## src/rtl/alu_muldiv_ctrl.sv

```systemverilog
// Registered ALU with decoder for aluop/funct, plus multi-cycle unsigned multiply/divide and HI/LO.
// Multiply is shift-add and divide is restoring; each takes WIDTH iterations while ready is low.
module alu_muldiv_ctrl #(
  parameter int WIDTH = 32
) (
  input  logic             clk,
  input  logic             reset,
  input  logic             valid_in,
  input  logic [1:0]       aluop,
  input  logic [5:0]       funct,
  input  logic [WIDTH-1:0] a,
  input  logic [WIDTH-1:0] b,
  output logic             ready,
  output logic             busy,
  output logic [WIDTH-1:0] result,
  output logic             zero,
  output logic             result_valid,
  output logic             illegal,
  output logic             dz,
  output logic [WIDTH-1:0] hi,
  output logic [WIDTH-1:0] lo
);
  localparam int CW = $clog2(WIDTH);

  typedef enum logic [1:0] {S_IDLE, S_MUL, S_DIV} state_t;
  typedef enum logic [3:0] {
    OP_ADD, OP_SUB, OP_AND, OP_OR, OP_XOR, OP_NOR, OP_SLT, OP_SLTU,
    OP_MFHI, OP_MFLO, OP_MULTU, OP_DIVU, OP_ILL
  } op_t;

  state_t             state_q, state_d;
  logic [CW-1:0]      cnt_q, cnt_d;
  logic [WIDTH-1:0]   opnd_q, opnd_d;
  logic [2*WIDTH-1:0] acc_q, acc_d;
  logic [WIDTH-1:0]   hi_q, hi_d, lo_q, lo_d, result_q, result_d;
  logic               zero_q, zero_d, rv_q, rv_d, ill_q, ill_d, dz_q, dz_d;

  op_t              op;
  logic [WIDTH-1:0] alu_res;

  always_comb begin
    op = OP_ILL;
    case (aluop)
      2'b00: op = OP_ADD;
      2'b01: op = OP_SUB;
      2'b11: op = OP_OR;
      default: begin
        case (funct)
          6'b100000: op = OP_ADD;
          6'b100010: op = OP_SUB;
          6'b100100: op = OP_AND;
          6'b100101: op = OP_OR;
          6'b100110: op = OP_XOR;
          6'b100111: op = OP_NOR;
          6'b101010: op = OP_SLT;
          6'b101011: op = OP_SLTU;
          6'b010000: op = OP_MFHI;
          6'b010010: op = OP_MFLO;
          6'b011001: op = OP_MULTU;
          6'b011011: op = OP_DIVU;
          default:   op = OP_ILL;
        endcase
      end
    endcase
  end

  always_comb begin
    alu_res = '0;
    case (op)
      OP_ADD:  alu_res = a + b;
      OP_SUB:  alu_res = a - b;
      OP_AND:  alu_res = a & b;
      OP_OR:   alu_res = a | b;
      OP_XOR:  alu_res = a ^ b;
      OP_NOR:  alu_res = ~(a | b);
      OP_SLT:  alu_res = {{(WIDTH-1){1'b0}}, $signed(a) < $signed(b)};
      OP_SLTU: alu_res = {{(WIDTH-1){1'b0}}, a < b};
      OP_MFHI: alu_res = hi_q;
      OP_MFLO: alu_res = lo_q;
      default: alu_res = '0;
    endcase
  end

  // Multiply: acc = {partial high, remaining multiplier bits}; add multiplicand when LSB set, shift right.
  logic [WIDTH:0]     mul_sum;
  logic [2*WIDTH-1:0] mul_next;
  assign mul_sum  = {1'b0, acc_q[2*WIDTH-1:WIDTH]} + {1'b0, (acc_q[0] ? opnd_q : {WIDTH{1'b0}})};
  assign mul_next = {mul_sum, acc_q[WIDTH-1:1]};

  // Divide: acc = {remainder, dividend/quotient}; shift left and subtract divisor when it fits.
  logic [WIDTH:0]     div_sh;
  logic               div_ge;
  logic [WIDTH-1:0]   div_rem;
  logic [2*WIDTH-1:0] div_next;
  assign div_sh   = {acc_q[2*WIDTH-1:WIDTH], acc_q[WIDTH-1]};
  assign div_ge   = div_sh >= {1'b0, opnd_q};
  assign div_rem  = div_ge ? WIDTH'(div_sh - {1'b0, opnd_q}) : div_sh[WIDTH-1:0];
  assign div_next = {div_rem, acc_q[WIDTH-2:0], div_ge};

  always_comb begin
    state_d  = state_q;
    cnt_d    = cnt_q;
    opnd_d   = opnd_q;
    acc_d    = acc_q;
    hi_d     = hi_q;
    lo_d     = lo_q;
    result_d = result_q;
    zero_d   = zero_q;
    rv_d     = 1'b0;
    ill_d    = 1'b0;
    dz_d     = 1'b0;
    case (state_q)
      S_IDLE: begin
        if (valid_in) begin
          if (op == OP_MULTU) begin
            state_d = S_MUL;
            cnt_d   = CW'(WIDTH-1);
            opnd_d  = a;
            acc_d   = {{WIDTH{1'b0}}, b};
          end else if (op == OP_DIVU && b == '0) begin
            hi_d     = a;
            lo_d     = '1;
            result_d = '1;
            zero_d   = 1'b0;
            rv_d     = 1'b1;
            dz_d     = 1'b1;
          end else if (op == OP_DIVU) begin
            state_d = S_DIV;
            cnt_d   = CW'(WIDTH-1);
            opnd_d  = b;
            acc_d   = {{WIDTH{1'b0}}, a};
          end else begin
            result_d = alu_res;
            zero_d   = (alu_res == '0);
            rv_d     = 1'b1;
            ill_d    = (op == OP_ILL);
          end
        end
      end
      S_MUL, S_DIV: begin
        acc_d = (state_q == S_MUL) ? mul_next : div_next;
        cnt_d = cnt_q - 1'b1;
        if (cnt_q == '0) begin
          state_d  = S_IDLE;
          cnt_d    = '0;
          hi_d     = acc_d[2*WIDTH-1:WIDTH];
          lo_d     = acc_d[WIDTH-1:0];
          result_d = acc_d[WIDTH-1:0];
          zero_d   = (acc_d[WIDTH-1:0] == '0);
          rv_d     = 1'b1;
        end
      end
      default: state_d = S_IDLE;
    endcase
  end

  always_ff @(posedge clk or posedge reset) begin
    if (reset) begin
      state_q  <= S_IDLE;
      cnt_q    <= '0;
      opnd_q   <= '0;
      acc_q    <= '0;
      hi_q     <= '0;
      lo_q     <= '0;
      result_q <= '0;
      zero_q   <= 1'b1;
      rv_q     <= 1'b0;
      ill_q    <= 1'b0;
      dz_q     <= 1'b0;
    end else begin
      state_q  <= state_d;
      cnt_q    <= cnt_d;
      opnd_q   <= opnd_d;
      acc_q    <= acc_d;
      hi_q     <= hi_d;
      lo_q     <= lo_d;
      result_q <= result_d;
      zero_q   <= zero_d;
      rv_q     <= rv_d;
      ill_q    <= ill_d;
      dz_q     <= dz_d;
    end
  end

  assign busy         = (state_q != S_IDLE);
  assign ready        = ~busy;
  assign result       = result_q;
  assign zero         = zero_q;
  assign result_valid = rv_q;
  assign illegal      = ill_q;
  assign dz           = dz_q;
  assign hi           = hi_q;
  assign lo           = lo_q;
endmodule

```

## config.mk

```make
export PLATFORM = sky130hd
export DESIGN_NAME = alu_muldiv_ctrl
export DESIGN_NICKNAME = d
export VERILOG_FILES = /design/src/rtl/alu_muldiv_ctrl.sv
export SDC_FILE = /design/constraint.sdc
export NUM_CORES = 1
export LEC_CHECK = 0
export ABC_AREA = 0
export ABC_CLOCK_PERIOD_IN_PS = 5600
export BUFFER_PORTS_ARGS = -buffer_cell sky130_fd_sc_hd__buf_4
export CORE_MARGIN = 1.5
export CORE_UTILIZATION = 45
export DETAILED_ROUTE_END_ITERATION = 6
export PLACE_DENSITY_LB_ADDON = 0.3
export SKIP_LAST_GASP = 1
export SLEW_MARGIN = 20
export SYNTH_ARGS = -nofsm -noshare
export SYNTH_HDL_FRONTEND = slang
export SYNTH_SLANG_ARGS = --single-unit
```

## constraint.sdc

```tcl
create_clock -name clk -period 5.6 [get_ports clk]
set_input_delay 0.56 -clock clk [delete_from_list [all_inputs] [get_ports clk]]
set_output_delay 0.56 -clock clk [all_outputs]
set_load 0.02 [all_outputs]
```

== Word-level counts from Yosys, hierarchy flattened ==
Index checks and enable logic that the tools add are counted.
Storage, ports and cells
  bits in registers: 203
  input bits: 75
  output and inout port bits: 102
Operators by class
  add/sub/neg operators: 5
  $lt $le $gt $ge: 3
  equal/unequal tests: 36
  muxes and demuxes: 62
  bitwise gates (word level): 5
  reductions and logical operators: 17
Operators by type and width (count)
  2-to-1 mux 32 bit: 17
  2-to-1 mux 64 bit: 5
  one-hot mux 32 bit (10 select lines): 1
  one-hot mux 32 bit (2 select lines): 3
  one-hot mux 64 bit (2 select lines): 1
  zero test 32 bit: 3
  < comparator 32 bit: 2
  subtractor 32 bit: 2
  == test 6 bit (second input constant): 8
  one-hot mux 4 bit (12 select lines): 1
  adder 32 x 32 -> 33 bit: 1
  >= comparator 33 x 32 -> 1 bit: 1
  adder 32 bit: 1
  bitwise AND 32 bit: 1
  inverter 32 bit: 1
  bitwise OR 32 bit: 1
  XOR 32 bit: 1
  2-to-1 mux 5 bit: 5
  == test 6 x 5 -> 1 bit (second input constant): 4
  == test 4 bit (second input constant): 5
  2-to-1 mux 1 bit: 19
  == test 4 x 3 -> 1 bit (second input constant): 4
  one-hot mux 4 bit (3 select lines): 1
  AND reduction 4 bit: 3
  19 further kinds: 37

== Logic depth before layout (Yosys ltp) ==
Gate-level depths: netlist of the first run.
  word-level depth: 11
  depth in mapped cells: 16

== Least setup slack after synthesis of the first run ==
Ideal clock, no wire load.
  path type: in2reg
  start point: in a[0]
  end point: reg zero_q, in the netlist zero
  setup time: 0.086 ns
  arrival time: 3.572 ns
  data required time: 5.514 ns
  setup slack: 1.942 ns
  stages: 16
  cell sequence: inv_1 > ha_1 > inv_1 > fa_1 > nand2b_1 > a221o_1 > a211oi_2 > a2111oi_0 > o21a_1 > o21ai_1 > a2111oi_0 > nand3b_1 > or4_1 > nor4_1 > nand4_1 > o31ai_2
Between the ends
  word-level cells in the longest chain between the ends: 9
Ends and longest elaborated chain
  start: declaration: RTL line 11  | input logic [WIDTH-1:0] a,
  branches (longest 2 deep; another with subtractor 32 bit)
  one-hot mux 32 bit (10 select lines) *: RTL line 69  | case (op)
  zero test 32 bit *: RTL line 134  | zero_d = (alu_res == '0);
  2-to-1 mux 1 bit *: RTL line 127  | end else if (op == OP_DIVU) begin
  2-to-1 mux 1 bit *: RTL line 120  | end else if (op == OP_DIVU && b == '0) begin
  2-to-1 mux 1 bit *: RTL line 115  | if (op == OP_MULTU) begin
  2-to-1 mux 1 bit *: RTL line 114  | if (valid_in) begin
  one-hot mux 1 bit (2 select lines) *: RTL line 112  | case (state_q)
  end signal: assignment: RTL line 178  | zero_q <= zero_d;
  end: declaration: RTL line 36  | logic zero_q, zero_d, rv_q, rv_d, ill_q, ill_d, dz_q, dz_d;
Every way passes the cells marked *. The select of a mux whose other input is x is not followed.
A chain may end at the register's enable or synchronous reset.

== Final worst setup path of the first run ==
  start point: in b[7]
  end point: reg zero_q, in the netlist zero
Between the ends
  word-level cells in the longest chain between the ends: 9
Ends and longest elaborated chain
  start: declaration: RTL line 12  | input logic [WIDTH-1:0] b,
  branches (longest 9 deep; another with subtractor 32 bit)
Parallel ways; which one is timed is not known. The select of a mux whose other input is x is not followed.

==> impl_results.md, run 1 <==
* Post-synthesis mux area share at 1.23%
* Design area at 22600 µm²
* Final worst-path cycle share at 82.7%
* CTS tree: built
* Slowest cell delay on critical path at 670 ps
* Setup Crit Path Kind: input port to flip-flop
* Mapped Area at 19700 µm²
* Layout cells sized above 1 at 12.4%
* Clk sinks at 203
* R2R Setup Slk at 1220 ps
* Max_cap viols at 0
* Skew-Pair Late Insertion Delay at 590 ps
* VDD IR max at 0.221 mV
* IO buf count at 176
* CTS buffer count at 25
* Vias at 22000
* Gpl congestion at 1.10
* Post-CTS sizing at 0
* Pre-CTS setup slack at 569 ps
* Final WS setup at 969 ps
* Dpl hpwl at 74300 µm
* Max FO, Critical Path at 13
* Adder-cell share of the synthesized area at 11.0%
* Clock share of power at 34.8%
* GRT Util Overall at 41.6%
* Largest area contributor in the netlist: dfrtp_1
* Crit path time final at 4630 ps
* Synth cell types at 95
* Drt drc at 30
* Post-synth top area share at 25.7%
* Area Overhead vs Synth at 14.7%
* Met3 wire length at 11200 µm
* First-pass GRT wire length at 137000 µm
* Clock root cell: clkbuf_16
* Final core occ at 52.4%
* Largest net degree at the start of global routing at 134
* Crit path launch type: input port
* Synth Instances at 2630
* Clock Skews at 20.7 ps
* Critical Path RT at 6090 ps
* CP Capture Type: flip-flop
* Worst slew pin tran at 1240 ps
* Die Footprint at 45000 µm²
* Final wirelength at 94700 µm
* IO Pins at 177
* Outcome: finished with violations
* Clock slew at reported path FFs at 70 ps
* Mean Syn Cell Area at 7.48 µm²
* Yosys warns at 0
* Fmax at 216 MHz
* Power Density at 223 nW/µm²
* Post-synth EDFFs at 0
* Rows at 76
* Fin nets at 2981
* Largest family of logic cells by synthesized area: compound AO/OA/AOI/OAI gates
* XOR/XNOR share of the synthesized area at 2.90%
* CP max-delay cell: a2111oi_0
* Crit path cell chain: buf_4, inv_1, ha_1, nor2b_1, nor4_1, a211oi_2, a2111oi_0, buf_4, o21ai_1, a21boi_1, o221ai_1, a21boi_0, nand4_1, nor4_1, nand4_1, o31ai_2
* RSZ-0062 raised after global routing: false
* Combinational Power Share at 32.5%
* Tot Pwr at 5.04 mW
* Longest Clk Path Bufs at 3
* Sequential share of power at 32.7%
* Failing checks: DRC
* Core box area at 43100 µm²
* Die Y at 212 µm
* Hold-fix buffers, CTS at 0
* Seq cells post-synth at 203
* Min-Delay Path Class: input port to async pin
* Post-CTS setup buffers at 0
* FFs w/ async S/R, synth at 100%
* Placed Instance Area at 21700 µm²
* H-tree depth at 1
* Sw frac at 37.9%
* Cell internal pwr at 3.13 mW
* Initial DRC Count at 2818
* Synthesized net count at 2876
* Grt ovf at 0
* Simple-gate share of the synthesized area at 20.6%
* Relative slew slack at 16.7%
* P_leak at 10.1 nW
* Setup Total Neg Slack at 0 ps
* Compound-Gate Fraction of Synth Area at 32.1%
* Routed WL per cell at 28.3 µm
* Initial antenna violation count at 3
* CP Data Arrival Time at 5120 ps
* Register area share after synthesis at 25.8%
* Slew Limit Fails at 0
* Detailed-route wire length on metal 1 at 38800 µm
* Vias in the first global route at 20400
* Die W at 212 µm
* Synth area leaders: dfrtp_1 26%, ha_1 11%, a21oi_1 7.8%
* Routed wl met2 at 39300 µm
* Vias per cell at 6.58
* Hold Violations, Final at 0
* Remaining antenna violation count at 0
* NetSw at 1.91 mW
* Ys flop type: dfrtp_1
* Top Metal Used: met5
* Final setup viols at 0
* Starting Density at 45.7%
* DR pass1 iterations at 7
[cell usage after synthesis (13+ instances only)]
master	instances
o22ai_1	15
nand3_1	45
a211oi_1	48
dfrtp_1	202
buf_2	19
nor3_1	48
a21oi_1	305
o21a_1	16
nor4_1	28
o21ai_0	184
a221oi_1	17
nand4_1	18
nand2_1	239
nor2b_1	36
nand2b_1	28
nor2_1	323
and3_1	13
and2_1	36
o21bai_1	20
ha_1	167
clkbuf_1	121
xor2_1	17
xnor2_1	45
a22oi_1	45
mux2i_1	23
a31oi_1	41
inv_1	156
o31ai_1	59
o211ai_1	24
buf_1	15
a21o_1	64
[final cells by class]
| type | count | area [µm²] |
|---|---|---|
| antenna | 1 | 2.50 |
| sequential | 203 | 5080 |
| clock buffer | 30 | 674 |
| clock inverter | 16 | 190 |
| tap | 585 | 732 |
| inverter | 157 | 593 |
| multi-input combinational | 2110 | 13500 |
| fill | 4214 | 20500 |
| timing repair buffer | 238 | 1810 |
[registers in the layout (all words and copies together) (netlist names)]
signal,count
state_q,2
dz,1
result_valid,1
result,32
zero,1
opnd_q,32
hi,32
cnt_q,5
lo,32
illegal,1
acc_q,64
[cells in the final DEF (no fill, tap or decap), types with 45 or more instances in the layout]
master    netlist  routed
nand2_1       239     239
dfrtp_1       202     202
a21oi_1       305     304
o21ai_0       184     183
a21o_1         64      64
buf_4           2     236
a22oi_1        45      45
xnor2_1        45      45
inv_1         156     154
a211oi_1       48      48
ha_1          167     165
nor2_1        323     319
nor3_1         48      47
nand3_1        45      45
o31ai_1        59      59
[metal layers]
metal,global-route usage [%],up-vias
li1,-,9743
met1,57.0,10700
met2,61.4,1317
met3,9.63,245
met4,19.9,2
met5,0,-
[power groups by stage]
stage / Combinational [mW] / Clock, mW / Sequential, mW
after global routing: 1.75 / 1.82 / 1.65
after detailed placement: 1.58 / 0 / 1.67
final: 1.64 / 1.75 / 1.65
after CTS: 1.59 / 1.77 / 1.64
after global placement: 1.57 / 0 / 1.67
after floorplan: 0.922 / 0 / 1.70
[worst max-delay path: cells and delay by family]
kind	cells	cell delay, ps
buffers and inverters	3	450
and+or+nand+nor	5	1500
adders and majority gates	1	580
AOI/OAI and AO/OA	7	2010
[cell families (layout without fill, tap and decap cells)]
| kind of cell | Yosys count | after routing |
|---|---|---|
| XOR/XNOR | 63 | 63 |
| AND/OR/NAND/NOR | 874 | 874 |
| multiplexers | 24 | 24 |
| other | 0 | 1 |
| AO/OA/AOI/OAI | 978 | 978 |
| flip-flops | 203 | 203 |
| buffers and inverters | 317 | 441 |
| adder cells (fa/ha/maj) | 171 | 171 |
[per-stage QoR]
| stage | hold slack [ps] | cells |
|---|---|---|
| 2_1_floorplan | 472 | 2630 |
| 3_3_place_gp | 462 | 3293 |
| 3_5_place_dp | 468 | 3293 |
| 4_1_cts | 79.2 | 3339 |
| 5_1_grt | 140 | 3339 |
| 6_report | 77.9 | 3340 |
[path summary, 6_finish.rpt]
check	from	end	cells past startpoint
max	b[7]	zero	16
min	reset	illegal	2
max reg2reg	acc_q[31]	hi[30]	14
min reg2reg	result[28]	result[28]	1
max in group asynchronous	reset	lo[14]	3
min in group clk	a[4]	hi[4]	3
Note: power is estimated with default switching activity, not from simulation.
==> run 2, diff against run 1 <==
Settings changed: ABC_AREA 0 to 1, ABC_CLOCK_PERIOD_IN_PS 5600 to 3900.
Clock period 5.6 ns to 3.9 ns, I/O delays scaled along.
==> impl_results.md, run 2 <==
* Synth top cells by count: 984 x nand2_1, 431 x inv_1, 366 x nor2_1
* Largest net degree at the start of global routing at 108 (-19%)
* Longest Clk Path Bufs at 3 (unchanged)
* Synth cell types at 47 (-51%)
* H-tree depth at 1 (unchanged)
* Reg2Reg Launch Point: acc_q[0]
* Clock Skews at 23.5 ps (+2.81 ps)
* Max FFs per register at 64 (unchanged)
* CTS tree: built
* RR Endpoint: acc_q[57]
* Layout cells sized above 1 at 9.19% (-3.2 points)
* Cells after DPL at 4163 (+26%)
* Power Density at 771 nW/µm² (+250%)
* Routed WL per cell at 23.4 µm (-17%)
* Synth area leaders: dfrtp_1 24%, nand2_1 18%, ha_1 9.9%
* Yosys warns at 0 (unchanged)
* Vias per cell at 5.85 (-11%)
* Fin nets at 3829 (+28%)
* Worst slew pin tran at 831 ps (-412 ps)
* Mean Syn Cell Area at 6.10 µm² (-18%)
* Biggest register: acc_q
* Dpl hpwl at 80200 µm (+7.9%)
* R2R Setup Slk at 370 ps (-850 ps)
* Global route hottest layer: met2
* Initial DRC Count at 3108 (+10%)
* CTS buffer count at 24 (-4.0%)
* Slew Limit Fails at 0 (unchanged)
* Most frequent cells in the layout: 981 x nand2_1, 429 x inv_1, 363 x nor2_1
* Gpl congestion at 1.09 (-0.85%)
* FFs w/ async S/R, synth at 100% (unchanged)
* Min-Delay Path Class: input port to flip-flop
* Layout Cells excl Fill at 4208 (+26%)
* Starting Density at 45.5% (-0.22 points)
* Remaining antenna violation count at 0 (unchanged)
* Critical path launch point: acc_q[0]
* Relative slew slack at 44.1% (+27 points)
* Drt drc at 0 (-100%)
* Seq cells post-synth at 203 (unchanged)
* CP Data Arrival Time at 3950 ps (-1170 ps)
* Final wirelength at 98400 µm (+4.0%)
* Critical Path RT at 4320 ps (-1770 ps)
* Ys flop type: dfrtp_1
* Core box area at 46400 µm² (+7.6%)
* CP Capture Type: flip-flop
* Most frequent cell after synthesis: nand2_1
* Die W at 219 µm (+3.4%)
* Synthesized net count at 3702 (+29%)
* Setup crit end: acc_q[57]
* Commonest non-fill, non-tap cell in the layout: nand2_1
* Setup Crit Path Kind: flip-flop to flip-flop
* Mapped Area at 21100 µm² (+7.1%)
* Placed Instance Area at 23200 µm² (+6.8%)
* Crit path launch type: flip-flop
* Routing usage on met3 at 6.81% (-2.8 points)
* Met2 usage at 61.7% (+0.28 points)
* Clk sinks at 203 (unchanged)
* Max FO, Critical Path at 5 (-8)
* Post-synth top area share at 24.0% (-1.7 points)
* P_leak at 12.3 nW (+22%)
* Skew-Pair Late Insertion Delay at 550 ps (-40 ps)
* Final worst-path cycle share at 90.5%
* GRT Util Overall at 40.5% (-1.1 points)
* Design area at 24100 µm² (+6.6%)
* VDD IR max at 0.490 mV (+120%)
* Clock root cell: clkbuf_16
* RSZ-0062 raised after global routing: false
* First-pass GRT wire length at 144000 µm (+4.8%)
* Vias in the first global route at 23000 (+12%)
* Rows at 79 (+3.9%)
* Initial antenna violation count at 2 (-1)
* FF-to-FF path depth at 17 (+3)
* Hold Violations, Final at 0 (unchanged)
* Synth Instances at 3456 (+31%)
* Fmax at 283 MHz
* Outcome: completed
* Clock slew at reported path FFs at 60 ps (about the same)
* Setup Total Neg Slack at 0 ps (unchanged)
* IO buf count at 176 (unchanged)
* Grt ovf at 0 (unchanged)
* Final setup viols at 0 (unchanged)
* Max_cap viols at 0 (unchanged)
* Die Footprint at 48200 µm² (+7.0%)
* Post-synth EDFFs at 0 (unchanged)
* Crit path time final at 3530 ps
* Area Overhead vs Synth at 14.1%
* Largest area contributor in the netlist: dfrtp_1
* Register area share after synthesis at 24.1% (-1.7 points)
* Met1 GRT Util at 52.9% (-4.0 points)
* Vias at 24600 (+12%)
* IO Pins at 177 (unchanged)
* DR pass1 iterations at 6 (-1)
* Die Y at 219 µm (+3.4%)
* Post-CTS setup buffers at 0 (unchanged)
-- run 2: power breakdown --
part | switching, mW | internal [mW]
Combinational | 8.41 | 3.68
Clock | 0.991 | 1.53
Sequential | 0.920 | 3.02
Total | 10.3 | 8.22
-- run 2: repair_timing --
item | CTS | global route
hold buffers | 1 | 0
hold endpoints to repair | 7 | 0
gates resized for setup | 0 | 0
-- run 2: worst min-delay path by stage --
stage               depth (start not counted)     start         to
finish                                      3  valid_in         dz
global route                                3  valid_in         dz
CTS                                         3  valid_in         dz
detailed placement                          2     reset  acc_q[33]
global placement                            2     reset  acc_q[33]
floorplan                                   2  cnt_q[4]   cnt_q[4]
-- run 2: critical path, stage by stage (launching register included) --
cell	delay, ps
dfrtp_1	420
nand2_1	80
inv_1	60
ha_1	180
inv_1	70
fa_1	410
or2_2	330
o21ai_0	210
inv_1	120
o21ai_2	260
nand3_1	200
nand3_1	200
a21o_1	150
a21oi_1	50
o21ai_0	100
o211ai_1	130
nand2_1	300
o21ai_0	120
-- run 2: per-stage QoR --
| stage | setup slack (ps) | hold slack [ps] | utilization, % | power [mW] |
|---|---|---|---|---|
| 4_1_cts | 406 | 150 | 51.9 | 18.2 |
| 3_3_place_gp | 385 | 367 | 50.0 | 15.6 |
| 5_1_grt | 32.4 | 161 | 51.9 | 19.6 |
| 2_1_floorplan | 881 | 472 | - | 10.8 |
| 3_5_place_dp | 293 | 370 | 50.0 | 15.6 |
| 6_report | 372 | 148 | 51.9 | 18.5 |
-- run 2: metal layers --
metal  part of all wire, %  up-vias  routed length [µm]
met5                     0        -                   0
met4                   7.6        0                7510
met3                   9.7      253                9540
met2                    43     1328               42300
met1                    40    11500               39100
li1                      -    11500                   -
-- run 2: area by class of cell --
class | count | area, µm²
fillers | 4867 | 22300
clock buffers | 30 | 653
well taps | 607 | 759
flip-flops and latches | 203 | 5080
multi-input cells | 2670 | 13800
diodes | 1 | 2.50
inverters | 444 | 1670
clock inverters | 13 | 213
repair buffers | 240 | 1920
-- run 2: cells by family (layout without fill, tap and decap cells) --
logic type | after synthesis | count (layout) | synth area share [%]
other | 0 | 1 | 0
xor gates and xnor gates | 48 | 48 | 1.99
adders and majority gates | 171 | 171 | 10.3
buffers and inverters | 583 | 727 | 10.7
and+or+nand+nor | 1689 | 1689 | 33.1
DFF | 203 | 203 | 24.1
AOI/OAI and AO/OA | 762 | 762 | 19.8
